$ cat src/rtl/alu_seq_ctrl_pkg.sv
// Shared definitions for the ALU sequencing front-end: control codes,
// compare selects, FSM states and the decoded-control bundle.
package alu_seq_ctrl_pkg;

  localparam logic [3:0] CTRL_AND  = 4'b0000;
  localparam logic [3:0] CTRL_OR   = 4'b0001;
  localparam logic [3:0] CTRL_ADD  = 4'b0010;
  localparam logic [3:0] CTRL_SUB  = 4'b0110;
  localparam logic [3:0] CTRL_NOR  = 4'b1100;
  localparam logic [3:0] CTRL_NAND = 4'b1101;
  localparam logic [3:0] CTRL_CMP  = 4'b0111;
  localparam logic [3:0] CTRL_MUL  = 4'b1000;

  localparam logic [2:0] CMP_LT = 3'b000;
  localparam logic [2:0] CMP_GT = 3'b001;
  localparam logic [2:0] CMP_LE = 3'b010;
  localparam logic [2:0] CMP_GE = 3'b011;
  localparam logic [2:0] CMP_EQ = 3'b100;
  localparam logic [2:0] CMP_NE = 3'b101;

  typedef enum logic [1:0] {
    ST_IDLE = 2'd0,
    ST_EXEC = 2'd1,
    ST_MUL  = 2'd2,
    ST_DONE = 2'd3
  } state_t;

  typedef struct packed {
    logic       a_invert;
    logic       b_invert;
    logic       cin;
    logic [1:0] operation;
    logic [2:0] comp;
    logic       is_mul;
    logic       illegal;
  } dec_t;

endpackage

$ cat src/rtl/alu_ctrl_decode.sv
// Combinational decode of the 4-bit ALU control code into per-slice controls.
module alu_ctrl_decode
  import alu_seq_ctrl_pkg::*;
(
  input  logic [3:0] in_ctrl,
  input  logic [2:0] in_cmp,
  output dec_t       dec
);

  always_comb begin
    dec = '0;
    case (in_ctrl)
      CTRL_AND:  dec.operation = 2'b00;
      CTRL_OR:   dec.operation = 2'b01;
      CTRL_ADD:  dec.operation = 2'b10;
      CTRL_SUB: begin
        dec.b_invert  = 1'b1;
        dec.cin       = 1'b1;
        dec.operation = 2'b10;
      end
      CTRL_NOR: begin
        dec.a_invert  = 1'b1;
        dec.b_invert  = 1'b1;
        dec.operation = 2'b00;
      end
      CTRL_NAND: begin
        dec.a_invert  = 1'b1;
        dec.b_invert  = 1'b1;
        dec.operation = 2'b01;
      end
      CTRL_CMP: begin
        dec.b_invert  = 1'b1;
        dec.cin       = 1'b1;
        dec.operation = 2'b11;
        dec.comp      = in_cmp;
      end
      // Multiply reuses the plain adder path every iteration.
      CTRL_MUL: begin
        dec.operation = 2'b10;
        dec.is_mul    = 1'b1;
      end
      default:   dec.illegal = 1'b1;
    endcase
  end

endmodule

$ cat src/rtl/alu_seq_ctrl.sv
// Request/response sequencer around an external combinational ALU, with an
// iterative shift-and-add unsigned multiply that reuses the ALU adder.
module alu_seq_ctrl
  import alu_seq_ctrl_pkg::*;
#(
  parameter int WIDTH = 32
) (
  input  logic             clk,
  input  logic             rst,
  input  logic             in_valid,
  output logic             in_ready,
  input  logic [3:0]       in_ctrl,
  input  logic [2:0]       in_cmp,
  input  logic [WIDTH-1:0] in_a,
  input  logic [WIDTH-1:0] in_b,
  output logic             out_valid,
  input  logic             out_ready,
  output logic [WIDTH-1:0] out_result,
  output logic             out_zero,
  output logic             out_cout,
  output logic             out_ovf,
  output logic             out_err,
  output logic [WIDTH-1:0] alu_src1,
  output logic [WIDTH-1:0] alu_src2,
  output logic             alu_A_invert,
  output logic             alu_B_invert,
  output logic             alu_cin,
  output logic [1:0]       alu_operation,
  output logic [2:0]       alu_comp,
  input  logic [WIDTH-1:0] alu_result,
  input  logic             alu_zero,
  input  logic             alu_cout,
  input  logic             alu_overflow
);

  localparam int                CNT_W    = $clog2(WIDTH);
  localparam logic [CNT_W-1:0]  CNT_LAST = CNT_W'(WIDTH - 1);

  dec_t             dec;
  state_t           state_reg;
  logic [CNT_W-1:0] count_reg;
  logic [WIDTH-1:0] mcand_reg;
  logic [WIDTH-1:0] mplier_reg;
  logic [WIDTH-1:0] mcand_next;
  logic [WIDTH-1:0] mplier_next;

  alu_ctrl_decode u_decode (
    .in_ctrl (in_ctrl),
    .in_cmp  (in_cmp),
    .dec     (dec)
  );

  assign mcand_next  = mcand_reg << 1;
  assign mplier_next = mplier_reg >> 1;

  // During MUL, alu_src1 is the product accumulator itself.
  always_ff @(posedge clk) begin
    if (rst) begin
      state_reg     <= ST_IDLE;
      in_ready      <= 1'b1;
      out_valid     <= 1'b0;
      out_result    <= '0;
      out_zero      <= 1'b0;
      out_cout      <= 1'b0;
      out_ovf       <= 1'b0;
      out_err       <= 1'b0;
      alu_src1      <= '0;
      alu_src2      <= '0;
      alu_A_invert  <= 1'b0;
      alu_B_invert  <= 1'b0;
      alu_cin       <= 1'b0;
      alu_operation <= 2'b00;
      alu_comp      <= 3'b000;
      count_reg     <= '0;
      mcand_reg     <= '0;
      mplier_reg    <= '0;
    end else begin
      case (state_reg)
        ST_IDLE: begin
          if (in_valid) begin
            in_ready <= 1'b0;
            if (dec.illegal) begin
              out_result <= '0;
              out_zero   <= 1'b0;
              out_cout   <= 1'b0;
              out_ovf    <= 1'b0;
              out_err    <= 1'b1;
              out_valid  <= 1'b1;
              state_reg  <= ST_DONE;
            end else begin
              alu_A_invert  <= dec.a_invert;
              alu_B_invert  <= dec.b_invert;
              alu_cin       <= dec.cin;
              alu_operation <= dec.operation;
              alu_comp      <= dec.comp;
              if (dec.is_mul) begin
                alu_src1   <= '0;
                alu_src2   <= in_b[0] ? in_a : '0;
                mcand_reg  <= in_a;
                mplier_reg <= in_b;
                count_reg  <= '0;
                state_reg  <= ST_MUL;
              end else begin
                alu_src1  <= in_a;
                alu_src2  <= in_b;
                state_reg <= ST_EXEC;
              end
            end
          end
        end
        ST_EXEC: begin
          out_result <= alu_result;
          out_zero   <= alu_zero;
          out_cout   <= alu_cout;
          out_ovf    <= alu_overflow;
          out_err    <= 1'b0;
          out_valid  <= 1'b1;
          state_reg  <= ST_DONE;
        end
        ST_MUL: begin
          mcand_reg  <= mcand_next;
          mplier_reg <= mplier_next;
          count_reg  <= count_reg + 1'b1;
          if (count_reg == CNT_LAST) begin
            out_result <= alu_result;
            out_zero   <= (alu_result == '0);
            out_cout   <= 1'b0;
            out_ovf    <= 1'b0;
            out_err    <= 1'b0;
            out_valid  <= 1'b1;
            state_reg  <= ST_DONE;
          end else begin
            alu_src1 <= alu_result;
            alu_src2 <= mplier_next[0] ? mcand_next : '0;
          end
        end
        ST_DONE: begin
          if (out_ready) begin
            out_valid <= 1'b0;
            in_ready  <= 1'b1;
            state_reg <= ST_IDLE;
          end
        end
        default: state_reg <= ST_IDLE;
      endcase
    end
  end

endmodule

$ cat config.mk
export PLATFORM = sky130hd
export DESIGN_NAME = alu_seq_ctrl
export DESIGN_NICKNAME = d
export VERILOG_FILES = /design/src/rtl/alu_seq_ctrl_pkg.sv /design/src/rtl/alu_ctrl_decode.sv /design/src/rtl/alu_seq_ctrl.sv
export SDC_FILE = /design/constraint.sdc
export NUM_CORES = 1
export LEC_CHECK = 0
export CORE_MARGIN = 4
export CORE_UTILIZATION = 52
export CTS_CLUSTER_DIAMETER = 150
export DETAILED_ROUTE_END_ITERATION = 10
export PLACE_DENSITY = 0.86
export SETUP_SLACK_MARGIN = 0.1
export SYNTH_ARGS = -nofsm -noshare
export SYNTH_HDL_FRONTEND = slang
export SYNTH_HIERARCHICAL = 1
export SYNTH_SLANG_ARGS = --single-unit
$ cat constraint.sdc
create_clock -name clk -period 5.25 [get_ports clk]
set_input_delay 0.525 -clock clk [delete_from_list [all_inputs] [get_ports clk]]
set_output_delay 0.525 -clock clk [all_outputs]
set_load 0.02 [all_outputs]
# Yosys cells after proc, flatten, opt, wreduce, memory -nomap -nowiden
# Cells that the tools add are included.
[op_classes]
add_sub_neg = 1
n_eq_ne = 18
muxes = 56
n_reduce_logical = 19
[ops]
columns = ["cell", "count"]
rows = [
  ["2-to-1 mux 32 bit", 16],
  ["case mux 32 bit (2 select lines)", 3],
  ["case mux 32 bit (3 select lines)", 1],
  ["2-to-1 mux 31 bit", 3],
  ["case mux 31 bit (2 select lines)", 1],
  ["zero test 32 bit", 1],
  ["AND reduction 4 bit", 4],
  ["2-to-1 mux 5 bit", 3],
  ["2-to-1 mux 1 bit", 14],
  ["!= test 2 bit, second input constant", 7],
  ["== test 4 bit, second input constant", 3],
  ["case mux 1 bit (3 select lines)", 4],
  ["2-to-1 mux 2 bit", 5],
  ["case mux 5 bit (2 select lines)", 1],
  ["AND reduction 3 bit", 3],
  ["== test 4 x 3 -> 1 bit, second input constant", 2],
  ["case mux 2 bit (4 select lines)", 1],
  ["OR reduction 8 bit", 1],
  ["case mux 2 bit (3 select lines)", 1],
  ["OR reduction 2 bit", 3],
  ["adder 5 x 1 -> 5 bit, second input constant", 1],
  ["== test 5 bit, second input constant", 1],
  ["== test 2 bit, second input constant", 2],
  ["== test 4 x 1 -> 1 bit, second input constant", 1],
  ["11 further kinds", 12],
]
[word_totals]
ff_bits = 180
wordCells = 112

# Logic depth before layout (Yosys ltp)
[depth]
ltp_word = 6
depth_mapped = 9

# Cells and area by module
# Netlist, hierarchy kept.
[by_module_without_submodules]
columns = ["mod", "instances", "cells_each", "area_each_um2", "seq_area_each_um2"]
rows = [
  ["alu_seq_ctrl", 1, 872, 7711.1, 3583.4],
  ["alu_ctrl_decode", 1, 21, 163.9, 0.0],
]

# Least setup slack after synthesis
# OpenSTA, ideal clock, no wires.
[synth_path]
path_kind = "in2reg"
from = "input in_ctrl[3]"
to = "register count_reg[3]"
arrival_time_ns = 2.261
required_ns = 5.180
setup_slack_ns = 2.918
path_stages = 8
path_buffers = 2
path_cell_list = "buf_6 -> or2_0 -> a211o_1 -> nand4b_2 -> and2_1 -> buf_6 -> or4_1 -> a21oi_1"
[synth_via]
elab_chain_len = 4
elab_cells_between_ends = 13
classes_between = "9 x eq/ne; 1 x mux; 3 x reduce/logical"
[synth_lines]
columns = ["item", "line_no", "source"]
rows = [
  ["start, declared", "alu_seq_ctrl.sv:12", "input logic [3:0] in_ctrl,"],
  ["== test 4 x 1 -> 1 bit, or another cell as far along", "alu_ctrl_decode.sv:12", "case (in_ctrl)"],
  ["OR reduction 8 bit (no source line) / 2-to-1 mux 1 bit (equally long branches)", "--", ""],
  ["!= test 2 bit (no source line)", "--", ""],
  ["AND reduction 4 bit (no source line) (*)", "--", ""],
  ["end signal, assigned", "alu_seq_ctrl.sv:123", "count_reg <= count_reg + 1'b1;"],
  ["end, declared", "alu_seq_ctrl.sv:41", "logic [CNT_W-1:0] count_reg;"],
]
# Mark *: on every way between the ends. The rest lies on a longest branch, timed or not.
# A chain may end at the register's enable or synchronous reset.

# Worst setup path after layout
[layout_path]
from = "register state_reg[0]"
to = "register alu_src2[20]"
[layout_via]
elab_chain_len = 3
elab_cells_between_ends = 8
classes_between = "4 x eq/ne; 1 x mux; 3 x reduce/logical"
[layout_lines]
columns = ["item", "line_no", "source"]
rows = [
  ["start, declared", "alu_seq_ctrl.sv:40", "state_t state_reg;"],
  ["start signal, assigned", "alu_seq_ctrl.sv:59", "state_reg <= ST_IDLE;"],
  ["start signal, assigned", "alu_seq_ctrl.sv:89", "state_reg <= ST_DONE;"],
  ["start signal, assigned", "alu_seq_ctrl.sv:102", "state_reg <= ST_MUL;"],
  ["== test 2 bit / zero test 2 bit (equally long branches)", "alu_seq_ctrl.sv:78", "case (state_reg)"],
  ["!= test 2 bit (no source line) / nonzero test 2 bit (equally long branches)", "--", ""],
  ["AND reduction 4 bit (no source line)", "--", ""],
  ["end signal, assigned", "alu_seq_ctrl.sv:98", "alu_src2 <= in_b[0] ? in_a : '0;"],
  ["end signal, assigned", "alu_seq_ctrl.sv:105", "alu_src2 <= in_b;"],
  ["end signal, assigned", "alu_seq_ctrl.sv:134", "alu_src2 <= mplier_next[0] ? mcand_next : '0;"],
  ["end, declared", "alu_seq_ctrl.sv:24", "output logic [WIDTH-1:0] alu_src2,"],
]
# Several ways; a longest one is shown, not always the timed one.

==> impl_metrics.py <==
metrics = {
    "timing": {
        "final_setup_fails": 0,
        "tns_ps": 0,
        "fmaxAchievable_ghz": 0.313,
        "timing.slew.headroom_pct": 25.8,
        "setup_slack_ps": 2060,
        "fin_skew_ps": 11.6,
        "rsz0062_at_grt": "no",
        "layout_worst_path_cycle_share_pct": 60.9,
        "timing_worst_slew_pin_value_ps": 1110,
        "post-route-min-period_ps": 3190,
        "final_hold_viol_count": 0,
        "finalMaxSlewViolations": 0,
    },
    "worst_setup_path": {
        "timing.critical_path.to_type": "flop",
        "worstRegToRegCells": 7,
        "critical_path_at_ps": 3480,
        "regToRegStartpoint": "state_reg[0]",
        "crit_top_cell": "sky130_fd_sc_hd__buf_4",
        "cp.buffers_inverters": 3,
        "crit_chain": "inv_1, ha_4, buf_4, nor2_4, buf_4, a222oi_1, a211oi_1",
        "regToRegSetupSlack_ps": 2060,
        "critical_path_class": "reg2reg",
        "path_delay_family": "buffers and inverters",
        "critical_path.max_fanout": 56,
        "slowest_stage": "sky130_fd_sc_hd__ha_4",
        "max_stage_delay_ps": 720,
        "worstPathRequired_ps": 5540,
        "start_kind": "flop",
        "r2r_end": "alu_src2[20]",
    },
    "cts": {
        "maximum_clock_path_buffer_count": 2,
        "worst_setup_hold_path_clk_slew_ps": 60,
        "cts.sink_count": 179,
        "cts_inserted_buffers": 17,
        "cts_hold_buffers": 0,
        "cts.htree.levels": 4,
        "ctsResizeCount": 0,
        "cts.root.buffer_cell": "sky130_fd_sc_hd__clkbuf_16",
        "clock_latency_ps": 430,
        "cts_tree": "built",
        "cts.repair_timing.setup_buffer_count": 0,
    },
    "final_layout": {
        "drive_gt1_share_pct": 4.42,
        "final_cell_mix": "sky130_fd_sc_hd__clkdlybuf4s50_1 (218), sky130_fd_sc_hd__dfxtp_1 (179), sky130_fd_sc_hd__nor2_1 (131)",
        "synthToLayoutAreaGrowth_pct": 34.5,
        "largestRegisters": "alu_src1: 32 flops, alu_src2: 32 flops, out_result: 32 flops",
        "layout.cells.most_common": "sky130_fd_sc_hd__clkdlybuf4s50_1",
        "antenna_cells": 0,
        "nNetsFinal": 1168,
        "fin_util_pct": 72.1,
    },
    "power_and_ir_drop": {
        "switching_power_uw": 2130,
        "power.ir.vdd_worst_mv": 0.438,
        "pwr-share-clk_pct": 22.6,
        "power_density_of_the_placed_cells_nw_per_um2": 530,
        "swShare_pct": 38.0,
        "power_leakage_uw": 0.00360,
        "power_frac_seq_pct": 35.0,
        "cell_internal_pwr_uw": 3480,
        "comb_power_share_pct": 42.4,
    },
    "placement": {
        "io_port_bufs": 219,
        "detail_placement_hpwl_um": 17500,
        "gp_congestion": 0.885,
        "detailedPlace.worstSlack_ps": 1870,
    },
    "floorplanning": {
        "die-height_um": 131,
        "core-area_um2": 14700,
        "die-width_um": 131,
        "die_area_um2": 17200,
        "io_pins": 220,
        "start_util_pct": 53.6,
        "placementRows": 44,
    },
    "synthesis": {
        "synth-main-ff-cell": "sky130_fd_sc_hd__dfxtp_1",
        "avgSynthCellArea_um2": 8.82,
        "synth_warnings": 6,
        "cells_after_synthesis": 893,
        "synth_top_area_share_pct": 45.5,
        "synth_async_sr_flop_share_pct": 0,
        "post_synth_num_cell_types": 44,
        "ys_ff_latch": 179,
        "synth_edf_count": 0,
        "yosys.area.top_type": "sky130_fd_sc_hd__dfxtp_1",
        "syn_nets": 1010,
        "synth.top_cells.by_area": "sky130_fd_sc_hd__dfxtp_1 (46%), sky130_fd_sc_hd__a211oi_1 (8.4%), sky130_fd_sc_hd__mux2i_1 (8.0%)",
        "synth_seq_area_share_pct": 45.5,
        "syn-cell-area_um2": 7880,
    },
    "detailed_routing": {
        "post_detailed_route_drc_marker_count": 0,
        "final_antenna_net_count": 0,
        "wirelength_um": 25400,
        "drt_iter0_drc": 814,
        "drt-vias-per-instance": 6.16,
        "first_pass_iters": 10,
        "drt-wirelength-per-cell_um": 20.4,
        "route.vias.total": 7693,
    },
    "hold_path": {
        "hold-path-endpoint": "out_result[9]",
        "min_path_cells": 2,
        "worstHoldPathType": "reg2reg",
        "min-delay-start": "out_result[9]",
    },
    "grt": {
        "antenna_found_initial": 0,
        "grt_pass1_vias": 7340,
        "pin_count_of_the_biggest_net_entering_global_routing": 94,
        "gr-total-overflow": 0,
        "wire_length_of_the_first_global_routing_pass_um": 39100,
        "gr-usage-all-layers_pct": 29.2,
    },
    "flow_run": {
        "max_cap_violations": 0,
    },
    "run_status": {
        "outcome": "complete, no violations",
    },
}
per-layer routing:
layer  share of wire [%]  up-vias  global-route usage [%]
li1                    -     3618                       -
met1                  41     3638                    39.9
met2                  46      389                    44.5
met3                  11       48                    8.79
met4                 2.7        0                    9.56
met5                   0        -                       0
cell type report:
cell class / count / area, µm²
clock inverter: 3 / 67.6
timing repair buffer: 231 / 2280
inverter: 11 / 41.3
clock buffer: 29 / 510
tap: 184 / 230
fill: 1120 / 4100
sequential: 179 / 3580
multi-input combinational: 611 / 3880
synthesized netlist by cell type (2+ instances only):
library cell	instances
sky130_fd_sc_hd__dfxtp_1	179
sky130_fd_sc_hd__nor2_1	132
sky130_fd_sc_hd__a211oi_1	88
sky130_fd_sc_hd__mux2i_1	63
sky130_fd_sc_hd__a21oi_1	54
sky130_fd_sc_hd__nand3_1	54
sky130_fd_sc_hd__clkbuf_1	51
sky130_fd_sc_hd__nand2_1	50
sky130_fd_sc_hd__nor3_1	38
sky130_fd_sc_hd__a221oi_1	37
sky130_fd_sc_hd__buf_2	29
sky130_fd_sc_hd__a222oi_1	25
sky130_fd_sc_hd__inv_1	11
sky130_fd_sc_hd__o21ai_0	8
sky130_fd_sc_hd__and2_1	7
sky130_fd_sc_hd__ha_1	7
sky130_fd_sc_hd__nor4_1	7
sky130_fd_sc_hd__buf_1	6
sky130_fd_sc_hd__nor2b_1	6
sky130_fd_sc_hd__and3_1	5
sky130_fd_sc_hd__buf_4	3
sky130_fd_sc_hd__buf_6	3
sky130_fd_sc_hd__nand2b_1	3
sky130_fd_sc_hd__o21bai_1	3
sky130_fd_sc_hd__or4_1	3
sky130_fd_sc_hd__a211o_1	2
sky130_fd_sc_hd__nor3b_1	2
metrics by stage:
stage	std cells	hold slack, ps	total power, µW	instance area (µm²)
2_1_floorplan	893	432	3450	7880
3_5_place_dp	1216	443	4340	10000
6_report	1248	450	5610	10600
5_1_grt	1248	470	5920	10600
3_3_place_gp	1216	437	4290	10000
4_1_cts	1248	451	5620	10600
worst reg2reg max path, stage by stage, from the launching register on:
cell,delay [ps]
sky130_fd_sc_hd__dfxtp_1,350
sky130_fd_sc_hd__inv_1,130
sky130_fd_sc_hd__ha_4,720
sky130_fd_sc_hd__buf_4,750
sky130_fd_sc_hd__nor2_4,210
sky130_fd_sc_hd__buf_4,350
sky130_fd_sc_hd__a222oi_1,410
sky130_fd_sc_hd__a211oi_1,130
kinds of logic after synthesis:
kind of cell | Yosys count | share of synthesized area, %
multiplexers | 63 | 8.01
AO/OA/AOI/OAI | 224 | 21.0
flip-flops | 179 | 45.5
buffers and inverters | 103 | 5.80
AND/OR/NAND/NOR | 316 | 18.5
XOR/XNOR | 1 | 0.111
adder cells (fa/ha/maj) | 7 | 1.11
power by group through the flow:
stage	logic, µW	registers [µW]	clock network, µW
final	2380	1960	1270
after global routing	2590	2000	1330
after CTS	2380	1960	1280
after detailed placement	2360	1980	0
after global placement	2330	1970	0
after floorplan	1200	2250	0
worst max-delay path by stage:
| stage | from | to | cells after the start |
|---|---|---|---|
| final | state_reg[0] | alu_src2[20] | 7 |
| after global placement | in_ctrl[1] | mcand_reg[0] | 8 |
| after detailed placement | in_ctrl[1] | mcand_reg[30] | 8 |
| after CTS | state_reg[0] | alu_src2[24] | 7 |
| after floorplan | in_ctrl[3] | count_reg[3] | 8 |
| after global routing | state_reg[0] | alu_src2[15] | 7 |
Note: power is estimated with default switching activity, not from simulation.
==> RTL change 1 (config.mk and constraints unchanged) <==
The parameter `WIDTH` goes from 32 to 64.
--- a/src/rtl/alu_seq_ctrl.sv
+++ b/src/rtl/alu_seq_ctrl.sv
@@ -3,7 +3,7 @@
 module alu_seq_ctrl
   import alu_seq_ctrl_pkg::*;
 #(
-  parameter int WIDTH = 32
+  parameter int WIDTH = 64
 ) (
   input  logic             clk,
   input  logic             rst,
Interface: changed (6 resized); port bits go from 220 to 412. No check against the original RTL was run, so the function may have changed too.
==> RTL change 1 against the original RTL <==
Cell area is 94% higher; wire length is 100% higher; first-iteration DRC count is 87% higher; critical path depth is 1 higher; clock skew is 1.5 ps lower; area after synthesis is 94% higher; worst setup slack worse by 270 ps; power is 110% higher; sequential power is 91% higher; non-clock buffer count is 201 higher; die area is 87% higher; sequential cell count is 161 higher; critical path type is now primary input to flip-flop; critical endpoint is now mcand_reg[55]; largest cell class unchanged; largest power group unchanged.
==> RTL change 1: results (changes against the original RTL) <==
WL/cell=21.8 um (+7.1%); Starting DRT DRC Count=1526 (+87%); R2R depth=6 (-1); vias in the first global route=14100 (+92%); critical path fanouts, max=74 (+32%); Clk Latency, worst-skew pair=500 ps (+70 ps); status=finished clean; Worst Hold Launch=out_result[26]; CP arrival=3860 ps (+380 ps); distinct cell type count after synthesis=45 (+2.3%); Tightest Pin Transition=1150 ps (+37.3 ps); Fillers=2159 (+93%); clk_skew=10.0 ps (-1.52 ps); max incr delay on CP=870 ps (+150 ps); hold endpoint=out_result[26]; top cells by count, synth=340 x dfxtp_1, 263 x nor2_1, 152 x a211oi_1, 126 x mux2i_1, 117 x a21oi_1; routability cong.=0.897 (+1.3%); first-pass GRT wire length=77.8 mm (+99%); biggest regs=alu_src1 x64, alu_src2 x64, out_result x64; Worst R2R Setup Slack=1860 ps (-200 ps); Syn Nets=1868 (+85%); hpwl dp=34.7 mm (+99%); initial antenna violation count=3 (+3); DP Area=19300 um^2 (+93%); critical path's slowest cell=o22ai_4; Register Area=6810 um^2 (+90%); share of cells above drive strength 1=9.56% (+5.1 points); largest cells by area after synthesis=dfxtp_1 45%, mux2i_1 8.3%, a211oi_2 8.2%; CTS HTree Levels=2 (-2)
==> RTL change 1: changes by cell type in the layout (fill, tap and decap cells not counted), moves of 63 or more <==
cell,delta
a211oi_1,+64
a211oi_2,+100
a21oi_1,+63
a22oi_1,+63
clkdlybuf4s50_1,+192
dfxtp_1,+161
mux2i_1,+63
nor2_1,+131
==> RTL change 1: cell type report <==
class	instances	share of cell area, %
diodes	3	0.0365
clock inverters	11	0.889
well taps	384	2.34
flip-flops and latches	340	33.1
multi-input cells	1138	37.2
inverters	6	0.110
repair buffers	432	21.2
clock buffers	50	5.09
==> RTL change 1: cell families after synthesis <==
family,after synthesis,share of synthesized area [%]
DFF,340,44.6
and+or+nand+nor,507,14.1
xor gates and xnor gates,6,0.344
AOI/OAI and AO/OA,493,26.5
adders and majority gates,6,0.492
muxes,126,8.27
buffers and inverters,178,5.67
==> RTL change 1: stage by stage <==
stage	cells	hold slack, ps	setup WS (ps)	total power (W)
after floorplan	1656	432	2830	0.00744
after global placement	2300	438	1500	0.00913
after detailed placement	2300	442	1350	0.00931
after CTS	2361	451	1840	0.0120
after global routing	2364	459	1590	0.0126
final	2364	450	1790	0.0120
==> RTL change 1: worst max-delay path by stage <==
stage	from	to	slack (ps)	cells after the start
after floorplan	in_ctrl[3]	alu_src1[31]	2830	10
after global placement	in_ctrl[1]	mplier_reg[50]	1500	8
after detailed placement	in_ctrl[3]	mcand_reg[24]	1350	8
after CTS	in_ctrl[3]	mcand_reg[55]	1840	8
after global routing	in_ctrl[1]	mcand_reg[55]	1590	8
final	in_ctrl[1]	mcand_reg[55]	1790	8
==> RTL change 1: report_power, final <==
group / total, W / internal (W) / switching, W
registers: 0.00374 / 0.00331 / 0.000427
logic: 0.00560 / 0.00221 / 0.00339
clock network: 0.00268 / 0.00163 / 0.00105
total: 0.0120 / 0.00716 / 0.00486
==> RTL change 1: metal layers <==
layer  vias to the layer above  global-route usage, %  wire length (um)
met5                         -                      0                 0
met4                         0                   14.3              2490
met3                       146                   7.82              5250
met2                       781                   49.0             24400
met1                      6987                   37.6             19500
li1                       6723                      -                 -
==> RTL change 1: worst max-delay path: cells and delay by family <==
family	cells	cell delay, ps
buffers and inverters	2	920
AND/OR/NAND/NOR	3	870
AO/OA/AOI/OAI	3	1480
==> RTL change 2 (same settings) <==
Without the edit above. Encoding of `state_t`: now one-hot (4 bits for 4 states).
--- a/src/rtl/alu_seq_ctrl_pkg.sv
+++ b/src/rtl/alu_seq_ctrl_pkg.sv
@@ -18,11 +18,11 @@
   localparam logic [2:0] CMP_EQ = 3'b100;
   localparam logic [2:0] CMP_NE = 3'b101;
 
-  typedef enum logic [1:0] {
-    ST_IDLE = 2'd0,
-    ST_EXEC = 2'd1,
-    ST_MUL  = 2'd2,
-    ST_DONE = 2'd3
+  typedef enum logic [3:0] {
+    ST_IDLE = 4'b0001,
+    ST_EXEC = 4'b0010,
+    ST_MUL  = 4'b0100,
+    ST_DONE = 4'b1000
   } state_t;
 
   typedef struct packed {
Check against the original RTL: same outputs for any inputs over 4 cycles, from zero or initial values and one cycle with rst high; so few cycles prove little.
==> RTL change 2 against the original RTL <==
Worst setup slack got worse by 410 ps; clock skew increased by 6.9 ps; area after synthesis increased by 6.7%; wire length increased by 2.8%; synthesized cell count increased by 19%; critical endpoint is now mplier_reg[7]; sequential cell count increased by 2; critical path depth increased by 1; count of clock-buffer cells in the layout decreased by 4; cell area increased by 5.7%.
Power is not compared: it rests on default switching activity, and its combinational part moved more than twofold at a synthesized area within 25%.
==> RTL change 2: results (changes against the original RTL) <==
status=finished clean; Post-CTS Repair Setup Buffers=0 (unchanged); Final Util=70.5% (-1.6 points); Cells after Synth=1060 (+19%); Post-CTS Resized=0 (unchanged); design area=11200 um^2 (+5.7%); top cells by count, synth=181 x dfxtp_1, 137 x nor2_1, 133 x a21oi_1, 126 x nand2_1, 82 x clkbuf_1; grt met1 use=35.6% (-4.3 points); nets=1314 (+13%); Logic inverters=4 (-7); met3 GRT Util=6.18% (-2.6 points); Via density=5.95 (-3.4%); hold_ws=467 ps (+16.5 ps); fmax=0.278 GHz (-11%); Synth Flop Type=dfxtp_1; multi-input gates=766 (+25%); register area share after synthesis=43.1% (-2.4 points); final wirelength=26.1 mm (+2.8%); Worst Hold Launch=mplier_reg[31]; Worst R2R Setup Slack=2350 ps (+290 ps); share of cells above drive strength 1=4.44% (+0.027 points); CP Launch Point=in_ctrl[3]; overall global routing resource usage=28.0% (-1.2 points); M2 GR Usage=46.3% (+1.8 points); critical path's slowest cell=clkdlybuf4s50_1; dpl ws=1270 ps (-600 ps); Cells after DPL=1399 (+15%); distinct cell type count after synthesis=51 (+16%); hpwl dp=17.2 mm (-1.3%); routed wl met2=12.8 mm (+9.9%); multi-input logic area=4340 um^2 (+12%); Non-CTS buffers=232 (+0.43%); largest cells by area after synthesis=dfxtp_1 43%, a21oi_1 7.9%, a311oi_1 6.4%; largest net degree at the start of global routing=147 (+56%); routability cong.=0.846 (-4.4%); headroom to the max-slew limit=18.9% (-6.8 points); first-pass GRT wire length=41.6 mm (+6.4%); Fillers=1238 (+11%); Worst R2R Start=state_reg[0]; CP arrival=3940 ps (+460 ps); vias in the first global route=8078 (+10%); clock-cell share of area=5.86% (+0.40 points); Register Area=3620 um^2 (+1.1%); reg2reg end=out_result[27]; hold endpoint=mplier_reg[31]; critical path fanouts, max=67 (+20%); R2R depth=5 (-2); clk_skew=18.5 ps (+6.91 ps); Layout clock buffers=25 (-14%); Syn Nets=1172 (+16%); #FFs+latches synth=181 (+1.1%)
[RTL change 2: cell types whose count changed in the layout (fill, tap and decap cells not counted), moves of 25 or more]
cell      before  now
a311oi_1       1   61
a21oi_1       54  131
a222oi_1      25    0
nor3_1        38    7
nand2_1       49  126
o211ai_1       0   32
a221oi_1      37    0
and3_1         5   34
mux2i_1       63   10
nand2b_1       3   37
a211oi_1      88   63
[RTL change 2: cells by family (layout without fill, tap and decap cells)]
logic type               after synthesis  in the layout  share of synthesized area, %
AND/OR/NAND/NOR                      443            443                          24.8
AO/OA/AOI/OAI                        307            307                          24.4
flip-flops                           181            181                          43.1
buffers and inverters                113            268                          5.81
multiplexers                          10             10                          1.19
XOR/XNOR                               4              4                         0.417
adder cells (fa/ha/maj)                2              2                         0.298
[RTL change 2: power breakdown]
group | switching [W] | internal, W | total [W]
logic | 0.000364 | 0.000294 | 0.000658
clock network | 0.000537 | 0.000874 | 0.00141
registers | 0.0000494 | 0.00145 | 0.00150
total | 0.000950 | 0.00262 | 0.00357
